--- config.mk ---
export PLATFORM = sky130hd
export DESIGN_NAME = match_scheduler
export DESIGN_NICKNAME = d
export VERILOG_FILES = /design/src/rtl/match_scheduler.sv
export SDC_FILE = /design/constraint.sdc
export NUM_CORES = 2
export LEC_CHECK = 0
export ABC_AREA = 1
export CAP_MARGIN = 20
export CORE_UTILIZATION = 27
export CTS_CLUSTER_DIAMETER = 150
export DETAILED_ROUTE_END_ITERATION = 10
export PLACE_DENSITY = 0.57
export SETUP_SLACK_MARGIN = 0.2
export SYNTH_ARGS = -nofsm -noshare
export SYNTH_HDL_FRONTEND = slang
export SYNTH_SLANG_ARGS = --single-unit
--- constraint.sdc ---
create_clock -name clk -period 23.9 [get_ports clk]
set_clock_uncertainty 0.15 [all_clocks]
set_input_delay 4.78 -clock clk [delete_from_list [all_inputs] [get_ports clk]]
set_output_delay 4.78 -clock clk [all_outputs]
set_load 0.03 [all_outputs]
--- src/rtl/match_scheduler.sv ---
// match_scheduler
//
// Lossless scheduler between the per-lane note matchers and the scorer.
// Each slot owns a pending bit and a captured note time, so simultaneous
// matches are queued instead of lost. Pending entries are issued one per
// handshake in round-robin order, with the absolute timing error already
// computed against the song time of the grant cycle.
//
// Optional feature (macro MATCH_SCHED_STALE_EN):
//   When defined, pending entries whose age exceeds STALE_LIMIT are purged
//   and counted as drops. When undefined, entries wait indefinitely.
//
// Ports:
//   clk           system clock, rising edge
//   rst           asynchronous active-high reset
//   song_time     current song time
//   match_trigger one-cycle match pulse per slot
//   match_time    slot k note time in [k*TIME_W +: TIME_W]
//   match_ready   scorer accepts the current issue
//   match_en      issue valid
//   match_dt      |song_time - note time| of the issue
//   match_slot    index of the issued slot
//   pending       per-slot pending flags
//   drop_count    saturating count of discarded matches
//
// Output FSM:
//   state | meaning
//   IDLE  | no issue presented (match_en = 0)
//   HOLD  | issue presented, waiting for match_ready (match_en = 1)

module match_scheduler #(
    parameter int                N_SLOTS     = 37,
    parameter int                TIME_W      = 16,
    parameter logic [TIME_W-1:0] STALE_LIMIT = TIME_W'(200)
) (
    input  logic                      clk,
    input  logic                      rst,
    input  logic [TIME_W-1:0]         song_time,
    input  logic [N_SLOTS-1:0]        match_trigger,
    input  logic [N_SLOTS*TIME_W-1:0] match_time,
    input  logic                      match_ready,
    output logic                      match_en,
    output logic [TIME_W-1:0]         match_dt,
    output logic [5:0]                match_slot,
    output logic [N_SLOTS-1:0]        pending,
    output logic [7:0]                drop_count
);

    typedef enum logic {
        IDLE = 1'b0,
        HOLD = 1'b1
    } state_t;

    state_t             state;
    logic [TIME_W-1:0]  stored_time [N_SLOTS];
    logic [5:0]         rr_ptr;

    logic               any_pending;
    logic               grant_valid;
    logic [5:0]         grant_idx;
    logic [5:0]         hi_idx;
    logic [5:0]         lo_idx;
    logic               hi_found;
    logic [TIME_W-1:0]  grant_dt;
    logic [N_SLOTS-1:0] granted_vec;
    logic [N_SLOTS-1:0] stale_vec;
    logic [N_SLOTS-1:0] pending_nxt;
    logic [N_SLOTS-1:0] capture;
    logic [N_SLOTS-1:0] drop_vec;
    logic [5:0]         drop_n;
    logic [8:0]         drop_sum;

    function automatic logic [TIME_W-1:0] abs_diff(input logic [TIME_W-1:0] a,
                                                   input logic [TIME_W-1:0] b);
        return (a >= b) ? (a - b) : (b - a);
    endfunction

    // Round-robin pick: lowest pending index at or above rr_ptr, otherwise
    // the lowest pending index overall (the wrap case). Scanning downward
    // leaves the lowest match in each candidate without needing a break.
    always_comb begin
        hi_found    = 1'b0;
        hi_idx      = '0;
        lo_idx      = '0;
        any_pending = 1'b0;
        for (int k = N_SLOTS - 1; k >= 0; k--) begin
            if (pending[k]) begin
                any_pending = 1'b1;
                lo_idx      = 6'(k);
                if (6'(k) >= rr_ptr) begin
                    hi_found = 1'b1;
                    hi_idx   = 6'(k);
                end
            end
        end
        grant_idx   = hi_found ? hi_idx : lo_idx;
        grant_valid = any_pending && ((state == IDLE) || match_ready);
        grant_dt    = abs_diff(song_time, stored_time[grant_idx]);
        granted_vec = grant_valid ? (N_SLOTS'(1) << grant_idx) : '0;
    end

`ifdef MATCH_SCHED_STALE_EN
    always_comb begin
        stale_vec = '0;
        for (int k = 0; k < N_SLOTS; k++) begin
            stale_vec[k] = pending[k] && !granted_vec[k] &&
                           (abs_diff(song_time, stored_time[k]) > STALE_LIMIT);
        end
    end
`else
    assign stale_vec = '0;
`endif

    // Per-slot next state. A grant reads the old stored time this cycle, so
    // a trigger on the slot being granted simply re-arms it with the new time.
    // A trigger also wins over a same-cycle stale purge, with nothing dropped.
    always_comb begin
        pending_nxt = pending & ~granted_vec;
        capture     = '0;
        drop_vec    = '0;
        for (int k = 0; k < N_SLOTS; k++) begin
            if (match_trigger[k]) begin
                if (pending[k] && !granted_vec[k] && !stale_vec[k]) begin
                    drop_vec[k] = 1'b1;
                end else begin
                    pending_nxt[k] = 1'b1;
                    capture[k]     = 1'b1;
                end
            end else if (stale_vec[k]) begin
                pending_nxt[k] = 1'b0;
                drop_vec[k]    = 1'b1;
            end
        end
    end

    // Several slots can drop in the same cycle, so add the whole count.
    always_comb begin
        drop_n = '0;
        for (int k = 0; k < N_SLOTS; k++) begin
            drop_n = drop_n + 6'(drop_vec[k]);
        end
        drop_sum = 9'(drop_count) + 9'(drop_n);
    end

    always_ff @(posedge clk or posedge rst) begin
        if (rst) begin
            state      <= IDLE;
            match_dt   <= '0;
            match_slot <= '0;
            pending    <= '0;
            rr_ptr     <= '0;
            drop_count <= '0;
            for (int k = 0; k < N_SLOTS; k++) begin
                stored_time[k] <= '0;
            end
        end else begin
            pending <= pending_nxt;
            for (int k = 0; k < N_SLOTS; k++) begin
                if (capture[k]) begin
                    stored_time[k] <= match_time[k*TIME_W +: TIME_W];
                end
            end
            drop_count <= (drop_sum > 9'd255) ? 8'd255 : drop_sum[7:0];

            if (grant_valid) begin
                state      <= HOLD;
                match_slot <= grant_idx;
                match_dt   <= grant_dt;
                rr_ptr     <= (grant_idx == 6'(N_SLOTS - 1)) ? 6'd0 : grant_idx + 6'd1;
            end else if ((state == HOLD) && match_ready) begin
                state <= IDLE;
            end
        end
    end

    assign match_en = (state == HOLD);

endmodule
---- Yosys cells after proc, flatten, opt, wreduce, memory -nomap -nowiden ----
Cells that the tools add are included.
storage, ports and cells
  register bits ........................... 666
  bits in latches ......................... 0
  bits in writable memories ............... 0
  memory bits (read-only) ................. 0
  input bits .............................. 648
  output and inout bits ................... 68
  word-level logic and storage cells ...... 661
  memories kept ........................... 0
operators by class
  $add $sub $neg .......................... 40
  multiply operators ...................... 0
  divide/modulo/power cells ............... 0
  $lt $le $gt $ge ......................... 40
  eq/ne operators ......................... 1
  shift operators ......................... 1
  muxes and demuxes ....................... 454
  bitwise logic cells ..................... 4
  reductions and logical operators ........ 78
operator list
  operator                                                              count
  6-bit 2-to-1 mux                                                      113
  1-bit 2-to-1 mux                                                      335
  6-bit by 1-bit adder with 6-bit output                                31
  16-bit binary-select mux with 6-bit select                            1
  5-bit by 6-bit >= comparator with 1-bit output, first input constant  16
  4-bit by 6-bit >= comparator with 1-bit output, first input constant  8
  16-bit 2-to-1 mux                                                     3
  1-bit logical AND                                                     39
  37-bit AND                                                            1
  1-bit logical NOT                                                     37
  37-bit 2-to-1 mux                                                     1
  37-bit NOT                                                            1
  1-bit by 6-bit << shifter with 37-bit output, first input constant    1
  16-bit subtractor                                                     2
  6-bit >= comparator, first input constant                             5
  3-bit by 6-bit >= comparator with 1-bit output, first input constant  4
  16-bit >= comparator                                                  1
  1-bit by 6-bit >= comparator with 1-bit output, first input constant  2
  2-bit by 6-bit >= comparator with 1-bit output, first input constant  2
  8-bit by 6-bit adder with 9-bit output                                1
  9-bit by 8-bit > comparator with 1-bit output, second input constant  1
  8-bit 2-to-1 mux                                                      1
  7-bit >= comparator, second input constant                            1
  6-bit NOT with 7-bit output                                           1
  10 further kinds                                                      10

---- Logic depth before layout (Yosys ltp) ----
  word-level depth ........................ 121
  depth in mapped cells ................... 71
  mapped depth without buffers ............ 68

---- Worst setup path before layout ----
No wires, ideal clock.
  kind .................................... input to register
  start point ............................. input port match_ready
  end point ............................... register drop_count[2]
  library setup time ...................... 0.150 ns
  arrival time ............................ 11.443 ns
  data required time ...................... 23.600 ns
  path slack .............................. 12.157 ns
  cell stages on the path ................. 29
  path buffers ............................ 0
  path through ............................ o21ai_1 -> inv_1 -> nand2_1 -> nor2_2 -> inv_1 -> o21ai_2 -> or2_2 -> fa_1 -> fa_1 -> inv_1 -> fa_1 -> inv_1 -> fa_1 -> fa_1 -> fa_1 -> inv_1 -> fa_1 -> ha_1 -> fa_1 -> nand2_1 -> inv_1 -> o21ai_0 -> nand2_1 -> a21oi_1 -> o21bai_1 -> nand2_1 -> nand2_1 -> a21oi_1 -> o21ai_0
on the way
  longest elaborated chain between the ends .. 46
RTL lines
  what                                                  line  source
  from (decl)                                           41    input logic match_ready,
  1-bit logical OR *                                    97    grant_valid = any_pending && ((state == IDLE) || match_ready);
  1-bit logical AND *                                   97
  37-bit 2-to-1 mux *                                   99    granted_vec = grant_valid ? (N_SLOTS'(1) << grant_idx) : '0;
  1-bit logical NOT                                     123   if (pending[k] && !granted_vec[k] && !stale_vec[k]) begin
  1-bit logical AND                                     123
  1-bit 2-to-1 mux                                      123
  1-bit 2-to-1 mux                                      122   if (match_trigger[k]) begin
  1-bit by 1-bit adder with 2-bit output                140   drop_n = drop_n + 6'(drop_vec[k]);
  2-bit by 1-bit adder with 3-bit output                140
  3-bit by 1-bit adder with 4-bit output                140
  4-bit by 1-bit adder with 5-bit output                140
  5-bit by 1-bit adder with 6-bit output                140
  6-bit by 1-bit adder with 6-bit output (30 in a row)  140
  6-bit by 1-bit adder with 6-bit output *              140
  8-bit by 6-bit adder with 9-bit output *              142   drop_sum = 9'(drop_count) + 9'(drop_n);
  9-bit by 8-bit > comparator with 1-bit output         163   drop_count <= (drop_sum > 9'd255) ? 8'd255 : drop_sum[7:0];
  8-bit 2-to-1 mux *                                    163
  to (signal assigned)                                  163
  to (decl)                                             46    output logic [7:0] drop_count
Mark *: on every way between the ends. The rest lies on a longest branch, timed or not.
A chain may end at the register's enable or synchronous reset.

---- Final worst setup path ----
Same ends and word-level chain as after synthesis.

==> results.cfg <==
[status]
status = completed

[logic_synthesis]
syn_area_per_cell_sq_um = 8.576
synth_nets = 4957
synth_edf_count = 0
synth_area_leaders = dfrtp_1, nand3_1, mux2_2
async_reset_ff_frac = 1.000
synth_mux_area_frac = 0.1059
synthXorXnorAreaFrac = 0.004360
synth.cell_area_sq_um = 36160
syn_inst = 4216
synth_top_family_by_area = simple AND/OR/NAND/NOR gates
synth_seq_cells = 666
yosysUniqueCellTypes = 60
ys_seq_area_frac = 0.4609
synth-compound-area-share = 0.07544
synth_ff_type = dfrtp_1
synth_fa_ha_area_frac = 0.03883
netlist.top_cell.by_area = dfrtp_1
yosys_warnings = 0
yosysTopAreaCellShare = 0.4609
synth_simple_gate_area_share = 0.2346

[placement]
hpwl_mm = 122.7
dp_cells = 6498
portBuffers = 715
pre_cts_ws_ns = 10.10
globalplace.congestion = 0.9030

[clock_network]
clk_latency_ns = 0.71
path_clk_slew_ns = 0.07
cts_buffer_depth = 3
root_buffer = clkbuf_16
cts.htree.levels = 3
post_cts_resized = 0
cts_tree = yes
numCtsBuffers = 81
cts.sinks = 666
post_cts_buffers = 0
hold_buffers = 0

[grt]
grt-ovfl-total = 0
track_usage = 0.2381
antenna_found_initial = 50
grt_pass1_vias = 32810
grt_start_max_net_pins = 166
grt_pass1_wl_mm = 232.7

[critical_path]
critical_path_required_ns = 24.29
rrSetupSlack_ns = 12.72
path_buf_inv = 9
startpoint_type = input pin
path_max_fanout = 37
critPathTopFamily = adder cells
regToRegEndpoint = drop_count[2]
critPathMaxStageDelay_ns = 0.57
cp-end-kind = flop
cp_slowest_cell = inv_1
cp_common_cell = fa_1
r2r-start = rr_ptr[5]
critPathKind = in2reg
reg2regPathDepth = 48
cp.arrival_ns = 13.54

[layout]
area_growth_pct = 31.66
fill_cells = 13670
drive_gt1_frac = 0.1050
stdcell_count = 6659
utilization = 0.3603
num-nets-final = 5568

[sta]
relSlewSlack = 0.2995
finalMaxSlewViolations = 0
rsz0062_at_grt = false
fin_crit_sh = 0.5502
fin_crit_ns = 13.15
setup_tns_ns = 0
hold_viol = 0
worstMarginPinSlew_ns = 1.048
max_clock_freq_mhz = 76.04
setup_viol = 0
worst_slack_ns = 10.75

[pwr]
power_switching_mw = 3.619
p_leak_nw = 22.48
intPower_mw = 3.488
swShare = 0.5093
power_density_nw_per_um2 = 149.3
p_clk_frac = 0.176
seq_power_share = 0.201
p_comb_frac = 0.623
ir_worst_vdd_mv = 0.1942

[min_path]
hp-start = stored_time[356]
worstHoldEndpoint = stored_time[356]
whs_path_depth = 1
hold_path.class = reg2reg

[drt]
avgRoutedWirePerCell_um = 24.64
drcViolationCount = 0
vias = 32680
drtIter0Drc = 2608
antenna_left = 0
wl_mm = 164.1
via_per_inst = 4.908
dr.pass1.iters = 5

[floorplan]
die_area_sq_um = 135400
rows = 133
die_x_um = 367.9
die_h_um = 367.9
initial_core_util = 0.2736
coreArea_sq_um = 132100
pin_count = 716

[job]
maxCapViolCount = 0
## area by class of cell
type                            instances  area [sq um]  share of cell area
Tap cell                             1755          2196             0.04613
Inverter                              459          1738             0.03651
Sequential cell                       666         16670              0.3501
Multi-Input combinational cell       2850         16670              0.3503
Clock buffer                          113          2298             0.04828
Antenna cell                           18         45.04           0.0009462
Timing Repair Buffer                  769          7632              0.1603
Clock inverter                         29         355.3            0.007464
## metrics by stage
step / total power, mW / instance area (sq um) / hold slack [ns]
floorplan: 4.384 / 36160 / 0.3049
finish: 7.107 / 47600 / 0.3352
detailed placement: 5.895 / 44880 / 0.3215
global route: 7.685 / 47600 / 0.3394
global placement: 5.903 / 44880 / 0.3156
CTS: 7.177 / 47530 / 0.3358
## metal layers
| metal | up-vias | GRT usage | wire [um] |
|---|---|---|---|
| li1 | 15130 | - | - |
| met4 | 48 | 0.09536 | 5982 |
| met1 | 16160 | 0.3175 | 72000 |
| met2 | 1079 | 0.3720 | 75220 |
| met3 | 259 | 0.05285 | 10570 |
| met5 | - | 0 | 316 |
## power by group through the flow
stage	Clock [mW]	Sequential, mW	Combinational [mW]
6_report	1.25	1.43	4.42
5_1_grt	1.32	1.45	4.92
4_1_cts	1.28	1.43	4.47
3_5_place_dp	0	1.45	4.45
3_3_place_gp	0	1.44	4.46
2_1_floorplan	0	1.47	2.92
## how the worst max path moves through the flow
stage	to	cells after the start	startpoint
global placement	drop_count[2]	32	match_ready
finish	drop_count[2]	32	match_ready
detailed placement	drop_count[2]	32	match_ready
global route	drop_count[2]	32	match_ready
CTS	drop_count[2]	32	match_ready
floorplan	drop_count[0]	1	rst
## state kept, by name, indices dropped and copies added (netlist names)
register and flops:
stored_time 592, match_en 1, drop_count 8, pending 37, match_slot 6, match_dt 16
rr_ptr 6
## cells in the mapped netlist, drive strengths merged, types with 8 or more instances
| master | number |
|---|---|
| a31oi | 9 |
| o21ai | 97 |
| clkbuf | 105 |
| mux2 | 339 |
| a21oi | 316 |
| ha | 61 |
| fa | 32 |
| or2 | 24 |
| xor2 | 9 |
| nor3 | 19 |
| nand3b | 46 |
| o31ai | 15 |
| dfrtp | 666 |
| xnor2 | 9 |
| inv | 458 |
| buf | 136 |
| nand2 | 713 |
| nor2 | 368 |
| nand4 | 8 |
| o211ai | 17 |
| nand3 | 729 |
## placed cells by master, fill, tap and decap left out, types with 5 or more instances in the layout
cell,n
xnor2_1,9
dfrtp_1,666
fa_1,32
nand4_1,8
o211ai_2,12
mux2_1,103
o21ai_0,62
nand2_2,18
clkdlybuf4s50_1,715
o31ai_1,15
a21o_1,6
nor2_2,6
ha_1,61
nor2_1,361
o211ai_1,5
clkbuf_8,13
clkbuf_16,82
or2_2,23
nand2_1,690
inv_1,438
nand3b_1,46
nor3_1,18
mux2_2,236
a31oi_1,9
buf_4,49
a21oi_1,315
nand3_1,727
inv_2,17
o21ai_2,5
clkbuf_1,18
diode_2,18
xor2_1,9
clkinv_2,13
o21ai_1,29
## cell families (layout without fill, tap and decap cells)
kind of cell | after synthesis | in the layout
other | 0 | 18
flip-flops | 666 | 666
AND/OR/NAND/NOR | 1911 | 1911
AO/OA/AOI/OAI | 488 | 488
buffers and inverters | 700 | 1370
adder cells (fa/ha/maj) | 93 | 93
XOR/XNOR | 18 | 18
multiplexers | 340 | 340
## worst register-to-register path: cells and delay by family, from the launching register on
| family | cells | cell delay [ns] |
|---|---|---|
| AO/OA/AOI/OAI | 7 | 1.65 |
| adder cells (fa/ha/maj) | 9 | 4.18 |
| buffers and inverters | 14 | 1.76 |
| flip-flops | 1 | 0.52 |
| AND/OR/NAND/NOR | 18 | 2.85 |
Power figures use the tool's default switching activity.
